## src/rtl/mips_isa_pkg.sv

```systemverilog
// mips_isa_pkg: MIPS opcode/funct constants, the symbolic request-kind enum
// shared with the decoder bench, the encoder FSM state type and small
// field-packing helpers for the three instruction formats.
package mips_isa_pkg;

  localparam logic [5:0] OP_RTYPE = 6'b000000;
  localparam logic [5:0] OP_ADDI  = 6'b001000;
  localparam logic [5:0] OP_SLTI  = 6'b001010;
  localparam logic [5:0] OP_BEQ   = 6'b000100;
  localparam logic [5:0] OP_BNE   = 6'b000101;
  localparam logic [5:0] OP_LUI   = 6'b001111;
  localparam logic [5:0] OP_ORI   = 6'b001101;
  localparam logic [5:0] OP_LW    = 6'b100011;
  localparam logic [5:0] OP_SW    = 6'b101011;
  localparam logic [5:0] OP_J     = 6'b000010;
  localparam logic [5:0] OP_JAL   = 6'b000011;

  localparam logic [5:0] FUNCT_JR = 6'b001000;

  // Codes 12..15 are deliberately left out: they are the illegal kinds.
  typedef enum logic [3:0] {
    KIND_RTYPE = 4'd0,
    KIND_ADDI  = 4'd1,
    KIND_SLTI  = 4'd2,
    KIND_BEQ   = 4'd3,
    KIND_LUI   = 4'd4,
    KIND_ORI   = 4'd5,
    KIND_BNE   = 4'd6,
    KIND_LW    = 4'd7,
    KIND_SW    = 4'd8,
    KIND_J     = 4'd9,
    KIND_JAL   = 4'd10,
    KIND_JR    = 4'd11
  } reqKind_t;

  typedef enum logic [1:0] {
    ST_IDLE,
    ST_RUN,
    ST_FULL
  } encState_t;

  function automatic logic [31:0] packR(input logic [5:0] op, input logic [4:0] rs,
                                        input logic [4:0] rt, input logic [4:0] rd,
                                        input logic [5:0] funct);
    return {op, rs, rt, rd, 5'd0, funct};
  endfunction

  function automatic logic [31:0] packI(input logic [5:0] op, input logic [4:0] rs,
                                        input logic [4:0] rt, input logic [15:0] imm);
    return {op, rs, rt, imm};
  endfunction

  function automatic logic [31:0] packJ(input logic [5:0] op, input logic [25:0] target);
    return {op, target};
  endfunction

endpackage

```

## src/rtl/instr_pack.sv

```systemverilog
// instr_pack: purely combinational packer from a symbolic request (kind plus
// register/immediate/target fields) to a 32-bit MIPS word.
// Ports:
//   kind    in  4   request kind (reqKind_t code; 12..15 are illegal)
//   rs/rt/rd in 5   register fields
//   funct   in  6   funct for RTYPE
//   imm     in  16  immediate / branch offset
//   target  in  26  jump target field
//   word    out 32  encoded instruction (0 when illegal)
//   illegal out 1   kind is not a known request
module instr_pack
  import mips_isa_pkg::*;
(
  input  logic [3:0]  kind,
  input  logic [4:0]  rs,
  input  logic [4:0]  rt,
  input  logic [4:0]  rd,
  input  logic [5:0]  funct,
  input  logic [15:0] imm,
  input  logic [25:0] target,
  output logic [31:0] word,
  output logic        illegal
);

  always_comb begin
    // NOTE: every output gets a default before the case so no path leaves it
    // unassigned; otherwise synthesis would infer a latch.
    word    = '0;
    illegal = 1'b0;
    case (kind)
      KIND_RTYPE: word = packR(OP_RTYPE, rs, rt, rd, funct);
      KIND_ADDI:  word = packI(OP_ADDI, rs, rt, imm);
      KIND_SLTI:  word = packI(OP_SLTI, rs, rt, imm);
      KIND_BEQ:   word = packI(OP_BEQ, rs, rt, imm);
      KIND_LUI:   word = packI(OP_LUI, 5'd0, rt, imm);   // LUI has no source register
      KIND_ORI:   word = packI(OP_ORI, rs, rt, imm);
      KIND_BNE:   word = packI(OP_BNE, rs, rt, imm);
      KIND_LW:    word = packI(OP_LW, rs, rt, imm);
      KIND_SW:    word = packI(OP_SW, rs, rt, imm);
      KIND_J:     word = packJ(OP_J, target);
      KIND_JAL:   word = packJ(OP_JAL, target);
      KIND_JR:    word = packR(OP_RTYPE, rs, 5'd0, 5'd0, FUNCT_JR);
      default:    illegal = 1'b1;
    endcase
  end

endmodule

```

## src/rtl/instr_encoder.sv

```systemverilog
// instr_encoder: accepts symbolic instruction requests over valid/ready,
// packs each into a MIPS word and writes the words to consecutive
// instruction-memory addresses through a one-entry, stallable output buffer.
// Ports:
//   clk_i, rst_i (sync, active-high)
//   start_i, base_addr_i          : begin a new program at base_addr_i (word aligned)
//   req_valid_i / req_ready_o     : request handshake
//   req_kind_i, rs_i, rt_i, rd_i, funct_i, imm_i, target_i : request fields
//   imem_we_o / imem_ready_i      : write handshake to instruction memory
//   imem_addr_o, imem_wdata_o     : write address and encoded word
//   count_o, full_o, err_o        : legal words since start, limit reached, illegal seen
module instr_encoder
  import mips_isa_pkg::*;
#(
  parameter  int DEPTH  = 256,
  parameter  int ADDR_W = 32,
  localparam int CNT_W  = $clog2(DEPTH + 1)
) (
  input  logic              clk_i,
  input  logic              rst_i,
  input  logic              start_i,
  input  logic [ADDR_W-1:0] base_addr_i,
  input  logic              req_valid_i,
  output logic              req_ready_o,
  input  logic [3:0]        req_kind_i,
  input  logic [4:0]        rs_i,
  input  logic [4:0]        rt_i,
  input  logic [4:0]        rd_i,
  input  logic [5:0]        funct_i,
  input  logic [15:0]       imm_i,
  input  logic [25:0]       target_i,
  output logic              imem_we_o,
  input  logic              imem_ready_i,
  output logic [ADDR_W-1:0] imem_addr_o,
  output logic [31:0]       imem_wdata_o,
  output logic [CNT_W-1:0]  count_o,
  output logic              full_o,
  output logic              err_o
);

  encState_t         state, stateNext;
  logic              bufValid;
  logic [ADDR_W-1:0] bufAddr;
  logic [31:0]       bufData;
  logic [ADDR_W-1:0] nextAddr;
  logic [CNT_W-1:0]  count;
  logic              err;
  logic [31:0]       packedWord;
  logic              packedIllegal;
  logic              accept;
  logic              acceptLegal;

  instr_pack u_pack (
    .kind    (req_kind_i),
    .rs      (rs_i),
    .rt      (rt_i),
    .rd      (rd_i),
    .funct   (funct_i),
    .imm     (imm_i),
    .target  (target_i),
    .word    (packedWord),
    .illegal (packedIllegal)
  );

  assign accept      = req_valid_i & req_ready_o;
  assign acceptLegal = accept & ~packedIllegal;

  // State register.
  always_ff @(posedge clk_i) begin
    // NOTE: sequential state uses non-blocking assignment so every flop
    // samples pre-edge values regardless of process ordering.
    if (rst_i) state <= ST_IDLE;
    else       state <= stateNext;
  end

  // Next-state logic.
  always_comb begin
    stateNext = state;
    case (state)
      ST_IDLE: if (start_i) stateNext = ST_RUN;
      ST_RUN: begin
        if (start_i) stateNext = ST_RUN;
        else if (acceptLegal && count == CNT_W'(DEPTH - 1)) stateNext = ST_FULL;
      end
      ST_FULL: if (start_i) stateNext = ST_RUN;
      default: stateNext = ST_IDLE;
    endcase
  end

  // Outputs. A new word can enter the buffer when it is empty or the
  // current word leaves this very cycle; start_i wins over a request.
  always_comb begin
    req_ready_o = (state == ST_RUN) && !start_i && (!bufValid || imem_ready_i);
  end

  // One-entry output buffer; the word holds until memory takes it.
  always_ff @(posedge clk_i) begin
    // NOTE: address/data registers are reset too, because the memory port
    // must read zero out of reset, not just be marked invalid.
    if (rst_i) begin
      bufValid <= 1'b0;
      bufAddr  <= '0;
      bufData  <= '0;
    end else if (acceptLegal) begin
      bufValid <= 1'b1;
      bufAddr  <= nextAddr;
      bufData  <= packedWord;
    end else if (bufValid && imem_ready_i) begin
      bufValid <= 1'b0;
    end
  end

  // Address, count and sticky error. A start leaves any buffered word alone
  // so it still completes to the address it was given.
  always_ff @(posedge clk_i) begin
    if (rst_i) begin
      nextAddr <= '0;
      count    <= '0;
      err      <= 1'b0;
    end else if (start_i) begin
      nextAddr <= base_addr_i & ~ADDR_W'(3);
      count    <= '0;
      err      <= 1'b0;
    end else if (accept) begin
      if (packedIllegal) begin
        err <= 1'b1;
      end else begin
        nextAddr <= nextAddr + ADDR_W'(4);
        count    <= count + CNT_W'(1);
      end
    end
  end

  assign imem_we_o    = bufValid;
  assign imem_addr_o  = bufAddr;
  assign imem_wdata_o = bufData;
  assign count_o      = count;
  assign full_o       = (count == CNT_W'(DEPTH));
  assign err_o        = err;

endmodule

```

## config.mk

```make
export PLATFORM = sky130hd
export DESIGN_NAME = instr_encoder
export DESIGN_NICKNAME = d
export VERILOG_FILES = /design/src/rtl/mips_isa_pkg.sv /design/src/rtl/instr_pack.sv /design/src/rtl/instr_encoder.sv
export SDC_FILE = /design/constraint.sdc
export NUM_CORES = 1
export LEC_CHECK = 0
export ABC_AREA = 1
export CORE_ASPECT_RATIO = 2
export CORE_MARGIN = 2
export CORE_UTILIZATION = 34
export CTS_CLUSTER_SIZE = 10
export DETAILED_ROUTE_END_ITERATION = 7
export GPL_ROUTABILITY_DRIVEN = 0
export PLACE_DENSITY = 0.68
export SYNTH_ARGS = -nofsm -noshare
export SYNTH_HDL_FRONTEND = slang
export SYNTH_SLANG_ARGS = --single-unit
export TNS_END_PERCENT = 1
```

## constraint.sdc

```tcl
create_clock -name clk_i -period 3.06 [get_ports clk_i]
set_input_delay 0.306 -clock clk_i [delete_from_list [all_inputs] [get_ports clk_i]]
set_output_delay 0.306 -clock clk_i [all_outputs]
set_load 0.05 [all_outputs]
```

Word level (Yosys, flattened, before mapping)
Cells that the tools add are included.
- register bits: 109
- bits in latches: 0
- bits in writable memories: 0
- ROM bits: 0
- input port bits: 104
- output and inout bits: 77
- logic and storage cells: 59
- memories: 0
- add/sub/neg operators: 2
- $mul: 0
- div/mod/pow operators: 0
- magnitude comparators: 0
- equality and inequality tests: 17
- shift operators: 0
- multiplexer cells: 10
- bitwise logic cells: 3
- reduce and logical (&&, ||, !) cells: 19
- operator list (kind ; number):
    $pmux 32 s12 ; 1
    $mux 32 ; 3
    $add 32x3->32 const B ; 1
    $eq 4x3->1 const B ; 4
    $eq 4x4->1 const B ; 4
    $reduce_or 12->1 ; 1
    $add 9x1->9 const B ; 1
    $eq 9x8->1 const B ; 1
    $eq 9x9->1 const B ; 1
    $eq 4x2->1 const B ; 2
    $reduce_and 2->1 ; 4
    $mux 2 ; 3
    $reduce_bool 2->1 ; 3
    $eq 4x1->1 const B ; 1
    $logic_and 1x1->1 ; 4
    $logic_not 4->1 ; 1
    $pmux 2 s2 ; 1
    $reduce_or 2->1 ; 2
    $ne 3x3->1 const B ; 1
    $and 1x1->1 ; 2
    $eq 2x1->1 const B ; 1
    $eq 2x2->1 const B ; 1
    $logic_not 1->1 ; 2
    $logic_not 2->1 ; 1
    4 further kinds ; 5

Longest topological paths before layout
- depth after elaboration: 9
- depth in mapped cells: 10

Hierarchy
From an unflattened synthesis, not the netlist that was laid out.
- cells, all modules: 874
- area total of the unflattened synthesis: 5544.1 um^2
- modules (own cells, without submodules) (module ; instances ; cells an instance ; area an instance (um^2) ; sequential area each (um^2)):
    instr_encoder ; 1 ; 717 ; 4862.2 ; 2102.0
    instr_pack ; 1 ; 157 ; 681.9 ; 0.0

Worst setup path before layout
OpenSTA, ideal clock, no wires.
- path type: register to output
- start: reg count[0], in the netlist count_o[0]
- end: out full_o
- arrival: 1.536 ns
- slack: 1.218 ns
- cell stages (with the launch flop): 5
- path buffers: 0
- path through: dfxtp_1 > inv_1 > ha_1 > nand4_1 > nor2_1
- word-level cells in the longest chain between the ends: 1
- RTL lines (item ; line ; text):
    from (decl) ; instr_encoder.sv:46 ; logic [CNT_W-1:0] count;
    from (signal assigned) ; instr_encoder.sv:129 ; count <= count + CNT_W'(1);
    $eq 9x9->1 ; instr_encoder.sv:138 ; assign full_o = (count == CNT_W'(DEPTH));
    to (decl) ; instr_encoder.sv:37 ; output logic full_o,
No other way between the ends.

Worst setup path after layout
Same ends and word-level chain as after synthesis.

==> impl_metrics.py <==
metrics = {
    "setup_path": {
        "worst-path-max-fanout": 4,
        "setup.worst_path.class": "register to primary output",
        "cp.required_ps": 2750,
        "r2r_slack_ps": 1280,
        "r2r_start": "nextAddr[3]$_SDFFE_PP0P_",
        "start_kind": "register",
        "r2r-end": "nextAddr[16]$_SDFFE_PP0P_",
        "ff2ff_path_depth": 8,
        "cp.arrival_ps": 2000,
        "endpoint_kind": "primary output",
    },
    "global_routing": {
        "overflow": 0,
        "track_usage_pct": 20.8,
        "grt_pass1_wl_microns": 28000,
        "grt_max_degree": 78,
        "grt_pass1_vias": 5663,
        "antenna_found_initial": 0,
    },
    "clock_network": {
        "clk_pin_slew_ps": 70,
        "ctsHoldBuffers": 0,
        "cts_root_buf": "clkbuf_16",
        "clock_latency_ps": 350,
        "cts.sinks": 104,
        "cts_tree": "done",
        "cts_setup_buffers": 0,
        "cts_buffers": 9,
        "htreeDepth": 3,
        "cts.path.max_buffers": 2,
        "post_cts_resized": 0,
    },
    "synth": {
        "synth_warnings": 0,
        "yosys.area.top_type": "dfxtp_1",
        "synth-edff-count": 0,
        "synth_commonest_cells": "nand2_1 (237), dfxtp_1 (104), nand3_1 (89)",
        "synthCells": 841,
        "synthesis.area_sq_um": 5450,
        "avgSynthCellArea_sq_um": 6.48,
        "synth-seq-cells": 104,
        "synth_flop_cell": "dfxtp_1",
        "synthTopCellsByArea": "dfxtp_1 (38%), nand2_1 (16%), nand3_1 (8.2%), a21oi_1 (7.6%), o21ai_0 (6.2%)",
        "yosysSeqAreaShare_pct": 38.2,
        "synth_cell_types": 36,
        "synth_top_area_share_pct": 38.2,
        "synth.most_common_cell": "nand2_1",
        "synthArstFlopShare_pct": 0,
    },
    "sta": {
        "fin_crit_ps": 2310,
        "clock.fmax_mhz": 433,
        "tns_ps": 0,
        "rsz0062_at_grt": "no",
        "slew_violations": 0,
        "finClkSkew_ps": 10.3,
        "finalCritPeriodShare_pct": 75.4,
        "finalWorstSetupSlack_ps": 752,
        "maxSlewHeadroom_pct": 42.5,
        "setup_violations": 0,
        "tightest_slew_ps": 860,
        "finalHoldViolations": 0,
    },
    "floorplan": {
        "dieArea_sq_um": 17100,
        "start_util_pct": 34.7,
        "fp.coreArea_sq_um": 15700,
        "ios": 181,
        "row_count": 65,
        "die_x_microns": 93.5,
        "die-height_microns": 183,
    },
    "routing": {
        "viasPerCell": 4.90,
        "antenna_left": 0,
        "route.vias.total": 5889,
        "drc": 0,
        "wl_per_cell_microns": 14.9,
        "drt_iter0_markers": 229,
        "wirelength_microns": 17800,
        "dr.pass1.iters": 4,
    },
    "pwr": {
        "power_density_nw_per_um2": 418,
        "clkPwrFrac_pct": 38.2,
        "switching_power_mw": 0.871,
        "p_comb_share_pct": 16.6,
        "p_int_mw": 2.33,
        "ir_drop_mv": 0.243,
        "p_leak_nw": 2.96,
        "switching_share_pct": 27.2,
        "seq_power_share_pct": 45.2,
    },
    "worst_hold_path": {
        "worstHoldStart": "rst_i",
        "hold_end": "count_o[5]$_SDFFE_PP0P_",
        "hold_depth": 4,
        "hp-class": "primary input to register",
    },
    "flow_run": {
        "cap_violations": 0,
    },
    "layout": {
        "area_growth_syn_to_layout_pct": 40.4,
        "drive_above_1_share_pct": 4.10,
        "diodes": 0,
        "nNetsFinal": 1103,
        "fill_cells": 1603,
    },
    "placed_design": {
        "port_buffers": 175,
        "pre_cts_slack_ps": 653,
        "dp_hpwl_microns": 13300,
    },
    "status": {
        "outcome": "finished clean",
    },
}
==> flip-flops by register name, indices dropped and copies added, names as in the netlist <==
signal / count
imem_addr_o: 30
err_o: 1
state: 2
count_o: 9
imem_we_o: 1
nextAddr: 30
imem_wdata_o: 31
==> layout make-up <==
class	instances	area, sq um	area share, %
Clock buffer	12	267	3.48
Clock inverter	4	51.3	0.670
Inverter	83	314	4.10
Multi-Input combinational cell	613	2840	37.1
Sequential cell	104	2080	27.2
Tap cell	201	251	3.28
Timing Repair Buffer	184	1850	24.2
==> layout by cell type, fill, tap and decap left out, types with 2 or more instances in the layout <==
cell type	Yosys	layout
nand2_2	3	3
buf_12	0	3
o211a_1	5	5
nor2_1	77	77
clkbuf_16	0	9
nand3_1	89	89
xor2_1	5	5
nor2_2	2	2
o21bai_1	2	2
conb_1	1	3
nor3_1	5	5
buf_4	7	7
inv_1	77	77
a31oi_1	8	8
a21oi_1	83	83
clkdlybuf4s50_1	0	173
nor3b_1	2	2
nand4_1	5	5
inv_2	4	4
o22ai_1	2	2
ha_1	4	4
clkbuf_8	0	3
nor2_4	3	3
a22oi_1	2	2
dfxtp_1	104	104
o21ai_0	67	67
nand2_1	237	237
xnor2_1	3	3
==> worst max-delay path by stage <==
stage | start | end | slack, ps | depth (start not counted)
global placement | req_kind_i[2] | nextAddr[11]$_SDFFE_PP0P_ | 670 | 8
CTS | count_o[0]$_SDFFE_PP0P_ | full_o | 720 | 5
global route | count_o[0]$_SDFFE_PP0P_ | full_o | 660 | 5
floorplan | count_o[0]$_SDFFE_PP0P_ | full_o | 1220 | 4
finish | count_o[0]$_SDFFE_PP0P_ | full_o | 750 | 5
detailed placement | req_kind_i[2] | nextAddr[16]$_SDFFE_PP0P_ | 650 | 8
==> routing by layer <==
layer  global-route usage, %  up-vias  share of wire [%]
met5                       0        -                  0
met4                    10.5        0                4.1
met3                    4.48       40                5.5
met2                    39.8      177                 56
met1                    20.2     2644                 35
li1                        -     3028                  -
==> power groups by stage <==
stage	combinational [mW]	clock, mW	sequential (mW)
floorplan	0.212	0	1.55
global placement	0.531	0	1.48
detailed placement	0.534	0	1.48
CTS	0.536	1.26	1.45
global route	0.579	1.30	1.46
finish	0.531	1.22	1.45
==> metrics by stage <==
step	util [%]	std cells	hold WS, ps	area [sq um]	total power, mW
CTS	48.8	1201	366	7660	3.24
global route	48.8	1201	403	7660	3.33
detailed placement	46.8	1185	445	7340	2.01
floorplan	-	843	447	5460	1.76
global placement	46.8	1185	440	7340	2.01
finish	48.8	1201	380	7660	3.20
==> worst max-delay path, stage by stage, from the launching register on <==
cell             delay [ps]
dfxtp_1                 360
inv_1                   110
ha_1                    160
nand4_1                 100
nor2_1                  120
clkdlybuf4s50_1         810
==> logic make-up (layout without fill, tap and decap cells) <==
logic type / after synthesis / after routing / synth area share (%)
simple gates: 427 / 427 / 33.1
buf+inv: 126 / 283 / 9.82
compound gates: 171 / 171 / 16.7
flops: 104 / 104 / 38.2
fa+ha+maj: 4 / 4 / 0.918
other cells: 1 / 3 / 0.0688
xor+xnor: 8 / 8 / 1.29
(Power assumes the default switching activity.)
